### config.mk
export PLATFORM = sky130hd
export DESIGN_NAME = add16_seq_ctrl
export DESIGN_NICKNAME = d
export VERILOG_FILES = /design/src/rtl/add16_seq_ctrl_pkg.sv /design/src/rtl/add16_seq_ctrl_cpa4.sv /design/src/rtl/add16_seq_ctrl.sv
export SDC_FILE = /design/constraint.sdc
export NUM_CORES = 1
export LEC_CHECK = 0
export CAP_MARGIN = 15
export CORE_ASPECT_RATIO = 0.9
export CORE_MARGIN = 4
export CORE_UTILIZATION = 50
export DETAILED_ROUTE_END_ITERATION = 10
export GPL_TIMING_DRIVEN = 0
export PLACE_DENSITY = 0.75
export SETUP_SLACK_MARGIN = 0.5
export SYNTH_ARGS = -nofsm -noshare
export SYNTH_HDL_FRONTEND = slang
export SYNTH_HIERARCHICAL = 1
export SYNTH_SLANG_ARGS = --single-unit
export TNS_END_PERCENT = 20
### constraint.sdc
create_clock -name clk -period 6.4 [get_ports clk]
set_input_delay 0.64 -clock clk [delete_from_list [all_inputs] [get_ports clk]]
set_output_delay 0.64 -clock clk [all_outputs]
set_load 0.005 [all_outputs]
### src/rtl/add16_seq_ctrl_pkg.sv
// Shared widths and FSM state encoding for the nibble-serial 16-bit adder.
package add16_seq_ctrl_pkg;

  localparam int unsigned DATA_W  = 16;
  localparam int unsigned NIB_W   = 4;
  localparam int unsigned NUM_NIB = DATA_W / NIB_W;
  localparam int unsigned IDX_W   = 2;

  typedef enum logic [1:0] {
    IDLE = 2'd0,
    RUN  = 2'd1,
    DONE = 2'd2
  } state_t;

endpackage

### src/rtl/add16_seq_ctrl_cpa4.sv
// 4-bit combinational ripple-carry adder built from chained full-adder cells.
module cpa4
  import add16_seq_ctrl_pkg::*;
(
  input  logic [NIB_W-1:0] a,
  input  logic [NIB_W-1:0] b,
  input  logic             cin,
  output logic [NIB_W-1:0] s,
  output logic             cout
);

  logic [NIB_W:0] c;

  assign c[0] = cin;

  for (genvar i = 0; i < NIB_W; i++) begin : g_fa
    assign s[i]   = a[i] ^ b[i] ^ c[i];
    assign c[i+1] = (a[i] & b[i]) | (a[i] & c[i]) | (b[i] & c[i]);
  end

  assign cout = c[NIB_W];

endmodule

### src/rtl/add16_seq_ctrl.sv
// Sequential 16-bit add/subtract: one nibble per cycle through a shared cpa4,
// valid/ready handshakes on request and result.
module add16_seq_ctrl
  import add16_seq_ctrl_pkg::*;
(
  input  logic              clk,
  input  logic              rst,
  input  logic              start_valid,
  output logic              start_ready,
  input  logic [DATA_W-1:0] a,
  input  logic [DATA_W-1:0] b,
  input  logic              cin,
  input  logic              sub,
  output logic              res_valid,
  input  logic              res_ready,
  output logic [DATA_W-1:0] result,
  output logic              cout,
  output logic              ovf,
  output logic              busy
);

  localparam logic [IDX_W-1:0] LAST_IDX = IDX_W'(NUM_NIB - 1);

  state_t            state;
  logic [IDX_W-1:0]  idx;
  logic              carry;
  logic [DATA_W-1:0] a_r;
  logic [DATA_W-1:0] beff_r;

  logic [NIB_W-1:0]  a_nib;
  logic [NIB_W-1:0]  b_nib;
  logic [NIB_W-1:0]  s_nib;
  logic              c_nib;

  assign a_nib = a_r[{idx, 2'b00} +: NIB_W];
  assign b_nib = beff_r[{idx, 2'b00} +: NIB_W];

  cpa4 u_cpa4 (
    .a    (a_nib),
    .b    (b_nib),
    .cin  (carry),
    .s    (s_nib),
    .cout (c_nib)
  );

  always_ff @(posedge clk or posedge rst) begin
    if (rst) begin
      state       <= IDLE;
      idx         <= '0;
      carry       <= 1'b0;
      a_r         <= '0;
      beff_r      <= '0;
      result      <= '0;
      cout        <= 1'b0;
      ovf         <= 1'b0;
      start_ready <= 1'b1;
      res_valid   <= 1'b0;
      busy        <= 1'b0;
    end else begin
      case (state)
        IDLE: begin
          if (start_valid && start_ready) begin
            a_r         <= a;
            beff_r      <= b ^ {DATA_W{sub}};
            carry       <= sub ? 1'b1 : cin;
            idx         <= '0;
            state       <= RUN;
            start_ready <= 1'b0;
            busy        <= 1'b1;
          end
        end
        RUN: begin
          result[{idx, 2'b00} +: NIB_W] <= s_nib;
          carry <= c_nib;
          idx   <= idx + 1'b1;
          if (idx == LAST_IDX) begin
            // Carry into bit 15 recovered from the sum bit, since the chain is internal to cpa4.
            cout      <= c_nib;
            ovf       <= (a_nib[NIB_W-1] ^ b_nib[NIB_W-1] ^ s_nib[NIB_W-1]) ^ c_nib;
            state     <= DONE;
            busy      <= 1'b0;
            res_valid <= 1'b1;
          end
        end
        DONE: begin
          if (res_ready) begin
            state       <= IDLE;
            res_valid   <= 1'b0;
            start_ready <= 1'b1;
          end
        end
        default: begin
          state       <= IDLE;
          start_ready <= 1'b1;
          res_valid   <= 1'b0;
          busy        <= 1'b0;
        end
      endcase
    end
  end

endmodule

==> results_dict.tcl <==
set metrics [dict create \
    status "completed" \
    crit_fanout 10 \
    fillerInstances 412 \
    ys_types 36 \
    drv_cap 0 \
    grt_pass1_vias 2044 \
    grt_use_met1_pct 23.7 \
    clock-sinks 58 \
    vias 1993 \
    dieArea_um2 6920 \
    path_delay_family "adder cells" \
    h-tree-depth 3 \
    grt_max_degree 34 \
    grtUsageMet3_pct 8.30 \
    dp.cells 363 \
    placed_area_um2 3500 \
    fp.dieH_um 79.3 \
    synth.avg_cell_area_um2 11.9 \
    met2_usage_pct 31.6 \
    numCtsBuffers 9 \
    final_area_um2 3700 \
    dp_hpwl_mm 4.36 \
    final_antenna_net_count 0 \
    synth_fp_nets 286 \
    max_slew.worst_pin.slew_ns 0.643 \
    post_cts_buffers 0 \
    p_comb_share_pct 48.3 \
    cts_buffer_depth 2 \
    antenna_found_initial 0 \
    clk_latency_ns 0.34 \
    drc_errors 0 \
    finalCritPeriodShare_pct 61.3 \
    coreArea_um2 5350 \
    drt-vias-per-instance 5.26 \
    slew_headroom_pct 56.5 \
    seq_power_share_pct 33.1 \
    power_frac_clock_pct 18.6 \
    cp.required_ns 6.66 \
    ioPinCount 59 \
    fin_skew_ns 0.00571 \
    holdBufCountCts 0 \
    busiest_layer "met2" \
    path_cells "buf_2 > mux4_2 > inv_1 > fa_1 > inv_1 > fa_1 > fa_1 > inv_1 > fa_1 > inv_1 > xor2_1 > xnor3_1 > o21ai_1" \
    ys_seq_area_share_pct 51.4 \
    rsz0062_at_grt "no" \
    critPathSlowestCell "mux4_2" \
    dieWidth_um 87.2 \
    cts-root-buf "clkbuf_8" \
    fin_nets 355 \
    row_count 25 \
    post_cts_resized 0 \
    internal-power_uw 1180 \
    synth.largest_area_cell "dfrtp_1" \
    tritoncts "done" \
    wl_per_cell_um 15.8 \
    dr.pass1.iters 4 \
    routed_wl_mm 6.00 \
    antenna_cells 0 \
    p_sw_uw 645 \
    path_clk_slew_ns 0.06 \
    yosysTopAreaCellShare_pct 50.5 \
    place_congestion 0.739 \
    hold_violations 0 \
    power_density_nw_per_um2 493 \
    yosysWarnings 6 \
    critPathLaunchType "flip-flop" \
    cpPeakStageDelay_ns 0.54 \
    cp_data_arrival_time_ns 4.19 \
    instances_no_fill 379 \
    vdd.ir_drop.worst_v 0.000329 \
    path_buf_inv 5 \
    tns_ns 0 \
    synth_area_um2 2830 \
    fin_hold_ws_ns 0.482 \
    cp-end-kind "flip-flop" \
    yosys-top-cells-area "dfrtp_1 50%, mux2_2 6.8%, mux4_2 6.4%, xnor2_1 5.0%, nand2_1 3.2%" \
    grt_pass1_wl_mm 9.99 \
    drive_above_1_share_pct 17.6 \
    track_usage_pct 19.5 \
    drt_iter0_markers 119 \
    synth_seq_cells 58 \
    finalCriticalPeriod_ns 3.93 \
    swShare_pct 35.4 \
    start_util_pct 52.8 \
    overflow 0 \
    setup_violations 0 \
    finalMaxSlewViolations 0 \
    io_buffers 57 \
    leakagePower_uw 0.00161 \
    fmax_mhz 255 \
    hold_path_class "reg -> reg" \
    crit_type "reg -> reg" \
    synthCells 238 \
    areaGrowthSynthToFinish_pct 30.9 \
]
[stage by stage]
| step | util (%) | setup slack, ns | power [uW] |
|---|---|---|---|
| after floorplan | - | 2.84 | 1200 |
| after global placement | 65.1 | 2.50 | 1460 |
| after detailed placement | 65.4 | 2.45 | 1500 |
| after CTS | 69.1 | 2.43 | 1840 |
| after global routing | 69.1 | 2.24 | 1950 |
| final | 69.1 | 2.47 | 1820 |
[routing by layer]
metal	up-vias	part of all wire, %
met4	0	1.5
met1	979	42
met3	10	5.5
met2	50	51
met5	-	0
li1	954	-
[worst register-to-register path, stage by stage, from the launching register on]
cell and delay (ns):
dfrtp_1 0.52, buf_2 0.36, mux4_2 0.54, inv_1 0.11, fa_1 0.17, inv_1 0.05
fa_1 0.37, fa_1 0.38, inv_1 0.09, fa_1 0.40, inv_1 0.18, xor2_1 0.17
xnor3_1 0.39, o21ai_1 0.11
[power by group through the flow]
stage	sequential [uW]	clock (uW)	combinational, uW
after detailed placement	613	0	883
after CTS	606	345	886
final	603	340	881
after floorplan	588	0	613
after global routing	622	367	965
after global placement	604	0	854
[cells by family after synthesis]
family | count (synthesis) | share of synthesized area, %
DFF | 58 | 51.4
and+or+nand+nor | 56 | 9.61
AOI/OAI and AO/OA | 43 | 9.48
buffers and inverters | 28 | 4.78
muxes | 25 | 13.2
xor gates and xnor gates | 18 | 6.07
adders and majority gates | 10 | 5.49
[cell usage after synthesis]
cell	n
dfrtp_1	57
nand2_1	24
nor2_1	19
a21oi_1	17
mux2_2	17
xnor2_1	16
inv_1	15
o21ai_0	10
a22o_1	8
buf_2	8
mux4_2	8
ha_1	6
fa_1	4
nand3b_1	3
and4bb_2	2
buf_6	2
nand4bb_1	2
o31ai_1	2
a21boi_0	1
a21o_1	1
a32oi_1	1
buf_4	1
clkbuf_1	1
clkbuf_2	1
dfstp_2	1
nand2b_1	1
nor2b_1	1
nor3_1	1
nor3b_1	1
nor4b_1	1
o21ai_1	1
o2bb2ai_1	1
o32a_1	1
or3_1	1
xnor3_1	1
xor2_1	1
[state kept, by name, indices dropped and copies added, names as in the netlist, 2 cells and up]
| signal | flops |
|---|---|
| a_r | 16 |
| beff_r | 16 |
| result | 16 |
| idx | 2 |
| state | 2 |
[final timing paths]
| check | start | end | slack, ns | cells past startpoint |
|---|---|---|---|---|
| max | idx[0] | ovf | 2.47 | 13 |
| min | result[13] | result[13] | 0.48 | 2 |
| max reg2reg | idx[0] | ovf | 2.47 | 13 |
| min reg2reg | result[13] | result[13] | 0.48 | 2 |
| max in group asynchronous | rst | beff_r[4] | 5.15 | 3 |
| min in group asynchronous | rst | result[11] | 0.68 | 2 |
[cell type report]
class	instances	area [um^2]	share of cell area [%]
sequential	58	1450	39.3
multi-input combinational	152	1240	33.5
timing repair buffer	58	591	16.0
clock buffer	14	163	4.40
tap	67	83.8	2.27
buffer	13	78.8	2.13
inverter	15	56.3	1.52
clock inverter	2	35.0	0.948
[cells in the final DEF (no fill, tap or decap), types with 2 or more instances in the layout]
cell	n
and4bb_2	2
xnor2_1	16
clkbuf_8	11
a22o_1	8
inv_1	14
nand4bb_1	2
fa_1	4
buf_2	8
clkdlybuf4s50_1	57
mux2_2	17
clkbuf_1	4
o21ai_0	10
buf_6	2
nand2_1	24
o31ai_1	2
a21oi_1	17
dfrtp_1	57
nand3b_1	3
ha_1	6
nor2_1	19
mux4_2	8
No activity file was read; power rests on OpenSTA's default activity.
